<file path="src/rtl/pixel_pkg.sv">
// pixel_pkg: shared types and sizing helper for the pixel unpacking path.
package pixel_pkg;
    typedef enum logic [1:0] {IDLE, RUN, DRAIN} unpack_state_t;
    typedef enum logic {PACKED, PADDED} unpack_mode_t;

    function automatic int bits_for(input int n);
        return $clog2(n + 1);
    endfunction
endpackage

</file>
<file path="src/rtl/pix_bit_accum.sv">
// pix_bit_accum: MSB-aligned bit accumulator with same-edge append and fixed-width extract.
module pix_bit_accum
    import pixel_pkg::*;
#(
    parameter int WORD_W = 32,
    parameter int PIX_W = 24,
    localparam int CNT_W = bits_for(2 * WORD_W)
) (
    input  logic              clk,
    input  logic              n_rst,
    input  logic              clr,
    input  logic              app,
    input  logic [WORD_W-1:0] app_word,
    input  logic [CNT_W-1:0]  app_len,
    input  logic              ext,
    output logic [PIX_W-1:0]  top,
    output logic [CNT_W-1:0]  cnt
);
    logic [2*WORD_W-1:0] acc;
    logic [2*WORD_W-1:0] acc_base;
    logic [CNT_W-1:0]    cnt_base;

    // Bits below cnt are always zero, so a new word can simply be OR-ed in after the extract shift.
    always_comb begin
        acc_base = clr ? '0 : ext ? acc << PIX_W : acc;
        cnt_base = clr ? '0 : ext ? cnt - CNT_W'(PIX_W) : cnt;
    end

    always_ff @(posedge clk or negedge n_rst) begin
        if (!n_rst) begin
            acc <= '0;
            cnt <= '0;
        end else begin
            acc <= acc_base | (app ? {app_word, {WORD_W{1'b0}}} >> cnt_base : '0);
            cnt <= cnt_base + (app ? app_len : '0);
        end
    end

    assign top = acc[2*WORD_W-1 -: PIX_W];
endmodule

</file>
<file path="src/rtl/pixel_unpacker.sv">
// pixel_unpacker: splits memory words into PIX_W-bit pixels and emits them in groups of GROUP
// over a valid/ready output, with flush emitting a final partial group.
module pixel_unpacker
    import pixel_pkg::*;
#(
    parameter int WORD_W = 32,
    parameter int PIX_W = 24,
    parameter int GROUP = 4,
    localparam int CNT_W = bits_for(2 * WORD_W),
    localparam int GC_W = bits_for(GROUP)
) (
    input  logic                        clk,
    input  logic                        n_rst,
    input  logic                        sof,
    input  logic                        mode,
    input  logic                        flush,
    input  logic                        in_valid,
    output logic                        in_ready,
    input  logic [WORD_W-1:0]           in_word,
    output logic                        out_valid,
    input  logic                        out_ready,
    output logic [GROUP-1:0][PIX_W-1:0] out_pixels,
    output logic [GC_W-1:0]             out_count,
    output logic                        busy
);
    unpack_state_t state, state_n;
    unpack_mode_t  mode_q, eff_mode;
    logic [GC_W-1:0]   filled, fill_base, slot;
    logic [CNT_W-1:0]  acc_cnt;
    logic [PIX_W-1:0]  acc_top;
    logic hs, app, ext, clr, go_idle, partial, gclr, fill_last;

    assign hs        = out_valid && out_ready;
    assign app       = in_valid && in_ready;
    assign eff_mode  = sof ? unpack_mode_t'(mode) : mode_q;
    assign go_idle   = state == DRAIN && acc_cnt < CNT_W'(PIX_W) && (out_valid ? out_ready : filled == '0);
    assign clr       = sof || go_idle;
    assign ext       = state != IDLE && !clr && acc_cnt >= CNT_W'(PIX_W) && !(out_valid && !out_ready);
    assign partial   = state == DRAIN && !sof && !out_valid && acc_cnt < CNT_W'(PIX_W) && filled != '0;
    // A group already on offer survives sof; only an unoffered, partially filled group is discarded.
    assign gclr      = hs || (sof && !out_valid);
    assign fill_base = gclr ? '0 : filled;
    assign slot      = GC_W'(GROUP - 1) - fill_base;
    assign fill_last = ext && fill_base == GC_W'(GROUP - 1);

    pix_bit_accum #(.WORD_W(WORD_W), .PIX_W(PIX_W)) u_accum (
        .clk      (clk),
        .n_rst    (n_rst),
        .clr      (clr),
        .app      (app),
        .app_word (eff_mode == PADDED ? in_word << (WORD_W - PIX_W) : in_word),
        .app_len  (eff_mode == PADDED ? CNT_W'(PIX_W) : CNT_W'(WORD_W)),
        .ext      (ext),
        .top      (acc_top),
        .cnt      (acc_cnt)
    );

    always_ff @(posedge clk or negedge n_rst) begin
        if (!n_rst)
            state <= IDLE;
        else
            state <= state_n;
    end

    always_comb begin
        state_n = sof ? RUN : (state == RUN && flush) ? DRAIN : go_idle ? IDLE : state;
    end

    always_comb begin
        in_ready = state == RUN && acc_cnt <= CNT_W'(WORD_W);
        busy     = state != IDLE;
    end

    always_ff @(posedge clk or negedge n_rst) begin
        if (!n_rst) begin
            mode_q     <= PACKED;
            out_pixels <= '0;
            filled     <= '0;
            out_valid  <= 1'b0;
            out_count  <= '0;
        end else begin
            if (sof)
                mode_q <= unpack_mode_t'(mode);
            for (int i = 0; i < GROUP; i++)
                if (ext && slot == GC_W'(i))
                    out_pixels[i] <= acc_top;
                else if (gclr)
                    out_pixels[i] <= '0;
            filled    <= fill_base + GC_W'(ext);
            out_valid <= fill_last || partial || (out_valid && !out_ready);
            out_count <= fill_last ? GC_W'(GROUP) : partial ? filled : hs ? '0 : out_count;
        end
    end
endmodule

</file>
<file path="config.mk">
export PLATFORM = sky130hd
export DESIGN_NAME = pixel_unpacker
export DESIGN_NICKNAME = d
export VERILOG_FILES = /design/src/rtl/pixel_pkg.sv /design/src/rtl/pix_bit_accum.sv /design/src/rtl/pixel_unpacker.sv
export SDC_FILE = /design/constraint.sdc
export NUM_CORES = 1
export LEC_CHECK = 0
export CORE_MARGIN = 4
export CORE_UTILIZATION = 60
export CTS_CLUSTER_SIZE = 28
export DETAILED_ROUTE_END_ITERATION = 10
export PLACE_DENSITY = 0.86
export SLEW_MARGIN = 10
export SYNTH_ARGS = -nofsm -noshare
export SYNTH_HDL_FRONTEND = slang
export SYNTH_SLANG_ARGS = --single-unit
</file>
<file path="constraint.sdc">
create_clock -name clk -period 10 [get_ports clk]
set_input_delay 1.5 -clock clk [delete_from_list [all_inputs] [get_ports clk]]
set_output_delay 1.5 -clock clk [all_outputs]
set_load 0.02 [all_outputs]
</file>
== Word level (Yosys, flattened, before mapping) ==
Index checks and enable logic that the tools add are counted.

* Shifts and indexed selects: 1
* Reductions and logical operators: 39
* Eq/ne operators: 6
* Add/subtract/negate cells: 4
* Order comparisons: 3
* Bitwise gates (word level): 1
* Multiplexer cells: 22

{| class="wikitable"
|+ Operators with widths
! operator !! count
|-
| $mux W64 || 3
|-
| $mux W24 || 5
|-
| $or A64 B64 Y64 || 1
|-
| $shr A64 B7 Y64 || 1
|-
| $mux W32 || 1
|-
| $logic_and A1 B1 Y1 || 20
|-
| $mux W7 || 2
|-
| $mux W3 || 4
|-
| $mux W6 || 2
|-
| $reduce_bool A2 Y1 || 5
|-
| $eq A3 B2 Y1 const B || 3
|-
| $reduce_bool A3 Y1 || 3
|-
| $add A7 B7 Y7 || 1
|-
| $ge A7 B5 Y1 const B || 1
|-
| $le A7 B6 Y1 const B || 1
|-
| $lt A7 B5 Y1 const B || 1
|-
| $sub A7 B5 Y7 const B || 1
|-
| $logic_not A3 Y1 || 2
|-
| $mux W2 || 3
|-
| $logic_not A1 Y1 || 5
|-
| $logic_or A1 B1 Y1 || 4
|-
| $add A3 B1 Y3 || 1
|-
| $eq A3 B1 Y1 const B || 1
|-
| $sub A2 B3 Y3 const A || 1
|-
| 3 further kinds || 4
|}

* Word-level logic and storage cells: 87
* Register bits: 177
* Output and inout bits: 102

== Logic depth before layout (Yosys ltp) ==
Gate-level depths: netlist of run 1.

* Depth in word-level cells: 13
* Mapped depth: 15
* Gate-level depth less buffers: 10

== Hierarchy ==
A second synthesis of run 1 with hierarchy kept.

* Cells, all modules: 1131
* Area, all modules: 11253.3 µm²

{| class="wikitable"
|+ By module, submodules not included
! module !! instances !! area an instance (µm²) !! seq. area each (µm²) !! cells an instance
|-
| pix_bit_accum || 1 || 6419.9 || 1776.7 || 728
|-
| pixel_unpacker || 1 || 4833.4 || 2652.5 || 403
|}

== Least setup slack after synthesis of run 1 ==
Ideal clock, no wire load.

* Path kind: input port to flip-flop
* Start: in out_ready
* End: reg u_accum.cnt[5]
* Required time: 9877 ps
* Path slack: 5990 ps
* Data arrival time: 3888 ps
* Stages: 13
* Buffers on the path: 4
* Library setup time: 123 ps
* Cells stage by stage: and2b_1 > nor3_4 > xnor2_1 > nand2b_1 > buf_2 > inv_1 > buf_2 > buf_2 > buf_2 > ha_1 > fa_1 > xnor2_1 > xnor2_1

* Longest elaborated chain between the ends: 10

{| class="wikitable"
|+ RTL lines
! what !! line !! RTL
|-
| from (decl) || pixel_unpacker.sv:21 || <nowiki>input logic out_ready,</nowiki>
|-
| $mux W1 || pixel_unpacker.sv:36 || <nowiki>assign go_idle = state == DRAIN && acc_cnt < CNT_W'(PIX_W) && (out_valid ? out_ready : filled == '0);</nowiki>
|-
| $logic_and A1 B1 Y1 || pixel_unpacker.sv:36 ||
|-
| $logic_or A1 B1 Y1 || pixel_unpacker.sv:37 || <nowiki>assign clr = sof || go_idle;</nowiki>
|-
| $logic_not A1 Y1 || pixel_unpacker.sv:38 || <nowiki>assign ext = state != IDLE && !clr && acc_cnt >= CNT_W'(PIX_W) && !(out_valid && !out_ready);</nowiki>
|-
| $logic_and A1 B1 Y1 (3 in a row) || pixel_unpacker.sv:38 ||
|-
| $mux W7 || pix_bit_accum.sv:26 || <nowiki>cnt_base = clr ? '0 : ext ? cnt - CNT_W'(PIX_W) : cnt;</nowiki>
|-
| $mux W7 * || pix_bit_accum.sv:26 ||
|-
| $add A7 B7 Y7 * || pix_bit_accum.sv:35 || <nowiki>cnt <= cnt_base + (app ? app_len : '0);</nowiki>
|-
| to (signal assigned) || pix_bit_accum.sv:35 ||
|-
| to (decl) || pix_bit_accum.sv:17 || <nowiki>output logic [CNT_W-1:0] cnt</nowiki>
|}

Every way passes the cells marked *; elsewhere a longest branch is shown, timed or not.
A chain may end at the register's enable or synchronous reset.

== Worst setup path in the final report of run 1 ==
* Start: in out_ready
* End: reg u_accum.acc[26]

* Longest elaborated chain between the ends: 12

{| class="wikitable"
|+ RTL lines
! what !! line !! RTL
|-
| $mux W1 || pixel_unpacker.sv:36 ||
|-
| $logic_and A1 B1 Y1 || pixel_unpacker.sv:36 ||
|-
| $logic_or A1 B1 Y1 || pixel_unpacker.sv:37 ||
|-
| $logic_not A1 Y1 || pixel_unpacker.sv:38 ||
|-
| $logic_and A1 B1 Y1 (3 in a row) || pixel_unpacker.sv:38 ||
|-
| $mux W7 (2 in a row) || pix_bit_accum.sv:26 ||
|-
| $shr A64 B7 Y64 || pix_bit_accum.sv:34 || <nowiki>acc <= acc_base | (app ? {app_word, {WORD_W{1'b0}}} >> cnt_base : '0);</nowiki>
|-
| $mux W64 || pix_bit_accum.sv:34 ||
|-
| $or A64 B64 Y64 * || pix_bit_accum.sv:34 ||
|-
| to (signal assigned) || pix_bit_accum.sv:34 ||
|-
| to (decl) || pix_bit_accum.sv:19 || <nowiki>logic [2*WORD_W-1:0] acc;</nowiki>
|}

Marked as above.

==> results of run 1 <==
==> layer usage <==
layer	vias up	part of all wire (%)	track usage, %
met3	188	12	7.92
met1	5317	37	52.4
met5	-	0	0
met4	0	5.4	19.3
li1	4855	-	-
met2	994	46	63.1
==> cell usage after synthesis (all sizes together), types with 3 or more instances <==
cell	count
a22o	5
nand2b	3
a31oi	6
a221o	7
a21o	7
o211ai	14
nand2	307
o21a	6
nor2	57
a31o	3
a211o	11
mux2i	62
xnor2	5
o221ai	6
a32oi	9
o22a	5
o21ai	157
nand4	8
nor3	30
ha	5
o22ai	36
o31ai	7
clkbuf	55
a211oi	10
and3	8
dfrtp	177
a21oi	50
a22oi	8
nor4	6
inv	12
or3	7
o32ai	5
buf	46
a2111oi	3
nand3	76
and2	19
nor2b	6
o21bai	3
a221oi	5
mux2	9
clkinv	3
o2bb2ai	6
==> report_power, final <==
part	switching [mW]	internal (mW)	leakage (nW)
clock network	0.354	0.345	0.302
logic	0.634	0.343	2.64
registers	0.168	0.833	2.43
total	1.16	1.52	5.37
==> critical path, cell delays in order <==
cell	delay, ns
clkdlybuf4s50_1	0.52
and2b_1	0.26
nor3_4	0.16
buf_4	0.35
mux2_2	0.39
nand2_1	0.08
buf_4	0.36
clkinv_1	0.87
nand2_1	0.75
nor2_1	0.15
a221o_1	0.32
==> layout make-up <==
type                       count  share of cell area, %
multi-input combinational   1007                   45.5
sequential                   177                   34.7
timing repair buffer         160                   12.2
clock buffer                  17                   3.34
tap                          225                   2.21
clock inverter                15                   1.60
inverter                      15                  0.441
==> cells by family after synthesis <==
kind of cell	count (synthesis)
fa+ha+maj	7
buf+inv	116
mux	73
xor+xnor	6
flops	177
compound gates	385
simple gates	536
==> metrics by stage <==
step	cells	power (mW)	cell area, um^2	worst slack, ns	utilization (%)
floorplan	1300	1.59	10700	5.99	-
detailed placement	1584	1.93	12100	4.33	69.6
CTS	1616	2.64	12800	4.77	73.2
finish	1616	2.68	12800	4.60	73.2
global placement	1584	1.91	12100	4.38	69.6
global route	1616	2.77	12800	4.47	73.2
==> state kept, by name, summed over array words and instances, names as in the netlist <==
signal	count
state	2
u_accum.cnt	7
out_pixels	96
out_count	3
filled	3
u_accum.acc	64
mode_q	1
out_valid	1
==> worst max path at each step <==
stage / startpoint / end / slack (ns) / depth (start not counted)
after detailed placement: out_ready / u_accum.cnt[6] / 4.33 / 12
after global placement: out_ready / u_accum.acc[26] / 4.38 / 11
after CTS: out_ready / u_accum.cnt[6] / 4.77 / 12
final: out_ready / u_accum.acc[26] / 4.60 / 11
after floorplan: out_ready / u_accum.cnt[5] / 5.99 / 13
after global routing: out_ready / u_accum.acc[28] / 4.47 / 12
==> results.yml, run 1 <==
cells_and_area:
  nNetsFinal: 1423
  drive_above_1_share_pct: 6.54
  insertedDiodeCount: 0
  area_growth_pct: 18.8
  mostFrequentLayoutCells: "nand2_1 (307), dfrtp_1 (177), o21ai_0 (144)"
  fillCellCount: 1275
  multi_input_comb_area_mm2: 0.00580
  layout.area.seq_mm2: 0.00443
  layout.cells.most_common: "nand2_1"
global_routing:
  number_of_global_route_vias_before_repair: 10800
  grt_overflow_total: 0
  antenna_found_initial: 0
  first_pass_grt_wire_length_um: 62300
  grt_start_max_net_pins: 101
  grt_util_all_layers_pct: 39.8
sta:
  final_count_of_negative_setup_slack_endpoints: 0
  fin_worst_hold_slack_ns: 0.489
  total_count_of_hold_check_failures_in_the_final_report: 0
  fin_skew_ns: 0.0167
  slew-limit-headroom_pct: 19.6
  period_needed_ns: 5.40
  setup_repair_after_global_routing_missed_its_margin: "false"
  tightest_slew_ns: 1.20
  timing.setup.tns_ns: 0
  slew_viol_final: 0
  max_clock_freq_mhz: 185
  final_min_period_over_clock_period_pct: 54.0
yosys:
  synth_top_family_by_area: "compound AO/OA/AOI/OAI gates"
  syn-num-nets: 1345
  post_synth_instance_area_mm2: 0.0107
  syn-instance-count: 1300
  postSynthRegisterBits: 177
  asyncSetResetFlopFracSynth_pct: 100
  synth_xor_xnor_area_share_pct: 0.489
  multiplexer_share_of_the_synthesized_area_pct: 7.30
  synth_enable_flop_cells: 0
  synthDistinctLibCells: 80
  synth-adder-area-share_pct: 0.862
  yosysTopAreaCell: "dfrtp_1"
  syn_area_per_cell_um2: 8.26
  yosysTopAreaCellShare_pct: 41.3
  part_of_the_yosys_area_used_for_sequential_elements_pct: 41.3
  synthTopCellsByArea: "dfrtp_1 (41%), nand2_1 (11%), o21ai_0 (6.7%)"
  synth_compound_gate_area_share_pct: 23.2
  yosys_warnings: 0
  yosys.area_share.simple_pct: 21.9
  synth-main-ff-cell: "dfrtp_1"
route:
  drt-pass1-iter-count: 11
  wl_um: 40000
  drt-wirelength-per-cell_um: 24.8
  drc: 0
  first_drt_iteration_drcs: 1852
  drtAntennaViolNets: 0
  via_count: 11400
  route.detailed.vias_per_inst: 7.03
cts:
  clk_transition_reported_paths_ns: 0.08
  cts_root_buf: "clkbuf_16"
  cts-htree-levels: 4
  hold_buffers_post_cts: 0
  clock_tree_from_tritoncts: "yes"
  cts.sinks: 177
  clock_insertion_delay_worst_skew_ns: 0.45
  cts-resized-gates: 0
  cts_setup_buffers: 0
  cts_inserted_buffers: 17
  cts_max_path_buffers: 2
worst_setup_path:
  critPathCaptureType: "flop"
  critical_path_required_ns: 10.33
  reg2reg_to: "u_accum.acc[26]"
  reg2reg_from: "u_accum.cnt[3]"
  cp_max_fo: 32
  critPathLaunchType: "input pin"
  reg2regPathDepth: 11
  setup.reg_to_reg.worst_slack_ns: 5.42
  worst_ep_arrival_time_ns: 5.73
  critPathKind: "input pin to flop"
power:
  leakage_nw: 5.37
  worst_ir_drop_vdd_v: 0.000206
  power_density_mw_per_mm2: 210
placed_design:
  globalplace.congestion: 1.04
  port_buffers: 140
  place.detailed.hpwl_um: 27800
die:
  io-pin-count: 141
  die_area_mm2: 0.0201
  die_w_um: 142
  chipHeight_um: 142
  start_util_pct: 61.6
  placementRows: 48
  core-area_mm2: 0.0174
hold_path:
  min_delay_path_depth: 2
  worstHoldStart: "u_accum.acc[5]"
  hold_path.class: "flop to flop"
  timing.hold.worst_endpoint: "u_accum.acc[5]"
status:
  run_status: "finished clean"
job:
  timing.max_cap.violations: 0
(Power assumes the default switching activity.)
==> inputs of run 2 (changes only) <==
CORE_UTILIZATION = 56   (was 60)
PLACE_DENSITY = 0.81   (was 0.86)
clock period = 5.2 ns   (was 10 ns; I/O delays follow)
==> results.yml, run 2 (synthesized netlist as in run 1, its figures left out) <==
die:
  die_w_um: 146
  die_area_mm2: 0.0215
  core-area_mm2: 0.0188
  placementRows: 50
  io-pin-count: 141
  chipHeight_um: 146
  start_util_pct: 57.2
cts:
  clk_transition_reported_paths_ns: 0.08
  cts_root_buf: "clkbuf_16"
  cts_inserted_buffers: 17
  hold_buffers_post_cts: 0
  clock_tree_from_tritoncts: "yes"
  cts-resized-gates: 0
  clock_insertion_delay_worst_skew_ns: 0.43
  cts-htree-levels: 4
  cts.sinks: 177
  cts_max_path_buffers: 2
  cts_setup_buffers: 0
sta:
  fin_skew_ns: 0.0175
  final_min_period_over_clock_period_pct: 75.1
  slew-limit-headroom_pct: 17.3
  max_clock_freq_mhz: 256
  setup_repair_after_global_routing_missed_its_margin: "false"
  total_count_of_hold_check_failures_in_the_final_report: 0
  final_count_of_negative_setup_slack_endpoints: 0
  slew_viol_final: 0
  fin_worst_hold_slack_ns: 0.340
  timing.setup.tns_ns: 0
  tightest_slew_ns: 1.23
  period_needed_ns: 3.91
route:
  drtAntennaViolNets: 0
  route.detailed.vias_per_inst: 6.67
  drt-wirelength-per-cell_um: 23.7
  drc: 0
  first_drt_iteration_drcs: 1247
  via_count: 10900
  drt-pass1-iter-count: 6
  wl_um: 38700
cells_and_area:
  area_growth_pct: 19.8
  largest_reg_flops: 96
  nNetsFinal: 1436
  insertedDiodeCount: 0
  regMostFlops: "out_pixels"
  layout.cells.most_common: "nand2_1"
  mostFrequentLayoutCells: "nand2_1 (307), dfrtp_1 (177), o21ai_0 (144)"
  fillCellCount: 1474
  finalCoreUtilization_pct: 68.6
  reg.largest.list: "out_pixels: 96 flops, u_accum.acc: 64 flops, u_accum.cnt: 7 flops"
  drive_above_1_share_pct: 7.34
  final_area_mm2: 0.0129
hold_path:
  hold_path.class: "input pin to async pin"
global_routing:
  number_of_global_route_vias_before_repair: 10500
  grt_util_all_layers_pct: 35.5
  grt_start_max_net_pins: 98
  first_pass_grt_wire_length_um: 60600
  antenna_found_initial: 1
  grt_overflow_total: 0
worst_setup_path:
  worst_ep_arrival_time_ns: 4.23
  critPathCaptureType: "flop"
  critical_path_required_ns: 5.52
  cp_max_fo: 21
  cp-startpoint: "out_ready"
  reg2regPathDepth: 12
  setup.reg_to_reg.worst_slack_ns: 1.54
  reg2reg_from: "u_accum.cnt[4]"
  critPathKind: "input pin to flop"
  reg2reg_to: "u_accum.acc[7]"
  critPathLaunchType: "input pin"
power:
  switching_share_pct: 42.1
  p_int_mw: 2.98
  power_switching_mw: 2.17
  pwr-share-clk_pct: 26.2
  worst_ir_drop_vdd_v: 0.000259
  power_density_mw_per_mm2: 400
  leakage_nw: 5.44
  seq_power_share_pct: 37.2
  p_comb_share_pct: 36.6
job:
  timing.max_cap.violations: 0
placed_design:
  port_buffers: 140
  place.detailed.hpwl_um: 27700
  postPlaceCellArea_mm2: 0.0122
  globalplace.congestion: 1.04
status:
  run_status: "finished clean"
## run 2: changes by cell type in the layout (fill, tap and decap cells not counted), moves of 2 or more
cell      previous run  this run
buf_4               20        32
clkinv_4             0         2
clkinv_8             8         3
inv_6                4         2
inv_8                2         4
## run 2: layout make-up
type	instances	area, um^2	share of cell area (%)
multi-input cells	1007	5800	45.1
flip-flops and latches	177	4430	34.4
repair buffers	173	1660	12.9
clock buffers	17	425	3.31
well taps	234	293	2.28
clock inverters	15	199	1.55
inverters	15	56.3	0.438
## run 2: critical path, cell delays in order
cell             delay (ns)
clkdlybuf4s50_1        0.51
and2b_1                0.26
nor3_4                 0.25
buf_4                  0.40
xnor2_1                0.16
nand2b_2               0.21
inv_1                  0.49
buf_4                  0.41
nor2_1                 0.17
nand3_1                0.11
o211ai_1               0.13
a221o_1                0.35
## run 2: power groups by stage
stage | clock, mW | sequential [mW] | combinational (mW)
2_1_floorplan | 0 | 1.84 | 1.22
3_3_place_gp | 0 | 1.92 | 1.80
3_5_place_dp | 0 | 1.93 | 1.82
4_1_cts | 1.36 | 1.90 | 1.84
5_1_grt | 1.42 | 1.95 | 2.01
6_report | 1.35 | 1.92 | 1.88
## run 2: metal layers
| metal | up-vias | track usage (%) | part of all wire (%) |
|---|---|---|---|
| met1 | 5182 | 47.2 | 40 |
| met5 | - | 0 | 0.052 |
| met4 | 2 | 15.3 | 4.4 |
| met2 | 725 | 55.2 | 45 |
| met3 | 139 | 9.37 | 11 |
| li1 | 4879 | - | - |
## run 2: worst max path at each step
stage                      to  slack, ns
2_1_floorplan  u_accum.cnt[5]       1.91
3_3_place_gp   u_accum.acc[7]       1.12
3_5_place_dp   u_accum.acc[7]        1.0
4_1_cts        u_accum.acc[7]       1.40
5_1_grt        u_accum.acc[7]       1.27
6_report       u_accum.acc[7]       1.29
## run 2: stage by stage
stage | setup slack, ns | total power [mW] | cells
after floorplan | 1.91 | 3.05 | 1300
after global placement | 1.12 | 3.73 | 1606
after detailed placement | 0.996 | 3.75 | 1606
after CTS | 1.40 | 5.10 | 1638
after global routing | 1.27 | 5.37 | 1638
final | 1.29 | 5.15 | 1638
==> inputs of run 3 (changes only) <==
CORE_UTILIZATION = 51   (was 56)
PLACE_DENSITY = 0.78   (was 0.81)
clock period = 3.2 ns   (was 5.2 ns; I/O delays follow)
==> results.yml, run 3 (synthesized netlist as in run 1, its figures left out) <==
global_routing:
  grt_overflow_total: 0
  antenna_found_initial: 0
  grt_start_max_net_pins: 89
  first_pass_grt_wire_length_um: 65600
  number_of_global_route_vias_before_repair: 11400
  grt_util_all_layers_pct: 35.4
power:
  power_density_mw_per_mm2: 612
  leakage_nw: 6.39
  worst_ir_drop_vdd_v: 0.000438
cells_and_area:
  layout.cells.most_common: "nand2_1"
  mostFrequentLayoutCells: "nand2_1 (306), buf_4 (201), dfrtp_1 (177)"
  regMostFlops: "out_pixels"
  reg.largest.list: "out_pixels: 96 flops, u_accum.acc: 64 flops, u_accum.cnt: 7 flops"
  largest_reg_flops: 96
  nNetsFinal: 1620
  drive_above_1_share_pct: 18.4
  insertedDiodeCount: 0
  area_growth_pct: 34.7
worst_setup_path:
  cp_max_fo: 8
  worst_ep_arrival_time_ns: 3.38
  critPathLaunchType: "input pin"
  slowest_stage: "clkdlybuf4s50_1"
  critPathBufInv: 3
  crit_family: "compound AO/OA/AOI/OAI gates"
  critical_path_required_ns: 3.52
  worstPathCellList: "clkdlybuf4s50_1 -> mux2i_4 -> buf_4 -> mux2i_1 -> o21ai_0 -> and2_4 -> o2bb2ai_2 -> a221oi_2 -> buf_4 -> mux2i_1 -> a221o_1"
  delay_of_the_slowest_critical_path_stage_ns: 0.54
  critPathCaptureType: "flop"
  critPathKind: "input pin to flop"
sta:
  tightest_slew_ns: 0.997
  slew-limit-headroom_pct: 33.3
  final_min_period_over_clock_period_pct: 95.7
  setup_ws_final_ns: 0.139
  max_clock_freq_mhz: 327
  final_count_of_negative_setup_slack_endpoints: 0
  period_needed_ns: 3.06
  total_count_of_hold_check_failures_in_the_final_report: 0
  fin_worst_hold_slack_ns: 0.00352
  fin_skew_ns: 0.0242
  slew_viol_final: 0
die:
  die_w_um: 153
  io-pin-count: 141
  core-area_mm2: 0.0205
  die_area_mm2: 0.0234
  placementRows: 52
  chipHeight_um: 153
  start_util_pct: 52.4
route:
  drtAntennaViolNets: 0
  via_count: 11700
  drc: 0
  drt-pass1-iter-count: 6
  drt-wirelength-per-cell_um: 23.1
  first_drt_iteration_drcs: 1235
  route.detailed.vias_per_inst: 6.32
  wl_um: 43000
cts:
  cts.sinks: 177
  cts-htree-levels: 4
  clk_transition_reported_paths_ns: 0.08
  cts_max_path_buffers: 2
  clock_insertion_delay_worst_skew_ns: 0.45
  cts_root_buf: "clkbuf_16"
  cts_inserted_buffers: 17
  clock_tree_from_tritoncts: "yes"
placed_design:
  place.detailed.hpwl_um: 32600
  port_buffers: 140
  pre_cts_ws_ns: -0.248
  globalplace.congestion: 1.05
job:
  timing.max_cap.violations: 0
hold_path:
  hold_path.class: "input pin to async pin"
status:
  run_status: "finished clean"
## run 3: layout make-up
| class | count | area, um^2 |
|---|---|---|
| Sequential cell | 177 | 4430 |
| Inverter | 15 | 56.3 |
| Multi-Input combinational cell | 1007 | 5820 |
| Timing Repair Buffer | 357 | 3230 |
| Tap cell | 270 | 338 |
| Clock inverter | 15 | 161 |
| Fill cell | 1601 | 6030 |
| Clock buffer | 17 | 425 |
## run 3: what timing repair did
action / in CTS / in global routing
hold buffers: 0 / 0
endpoints found under the setup margin: 0 / 18
buffers inserted: 0 / 0
resized for setup: 0 / 7
## run 3: where the power goes
part | total [mW] | switching [mW] | internal, mW
Clock | 2.08 | 1.03 | 1.05
Sequential | 3.12 | 0.511 | 2.60
Combinational | 3.65 | 2.14 | 1.51
## run 3: path summary, 6_finish.rpt
check | from | slack [ns] | endpoint | cells after the start
worst max-delay path | sof | 0.14 | u_accum.acc[35] | 11
worst min-delay path | n_rst | 0.004 | out_count[0] | 1
worst max register to register | u_accum.cnt[3] | 0.15 | u_accum.acc[7] | 11
worst min register to register | u_accum.acc[0] | 0.50 | u_accum.acc[0] | 2
max in group asynchronous | n_rst | 2.34 | out_pixels[82] | 2
min in group clk | u_accum.acc[0] | 0.50 | u_accum.acc[0] | 2
## run 3: layer usage
metal  global-route usage, %  vias to the layer above  routed length (um)
met1                    46.3                     5639               16900
met4                    15.3                        0                2000
met5                       0                        -                   0
li1                        -                     5251                   -
met2                    56.5                      725               19600
met3                    8.54                      130                4370
## run 3: worst reg2reg max path: cells and delay by family (launching register included)
kind            cells  cell delay [ns]
fa+ha+maj           1             0.23
flops               1             0.39
buf+inv             2             0.36
simple gates        2             0.49
compound gates      6             1.46
## run 3: through the flow
stage                     utilization (%)  cell area [um^2]  power, mW  cells  setup TNS (ns)
after floorplan                         -             10700       4.96   1300               0
after global routing                 70.6             14500       9.18   1858         -0.0134
after global placement               67.6             13900       6.60   1826           -2.98
final                                70.6             14500       8.85   1858               0
after detailed placement             67.6             13900       6.65   1826           -4.40
after CTS                            70.5             14400       8.72   1858               0
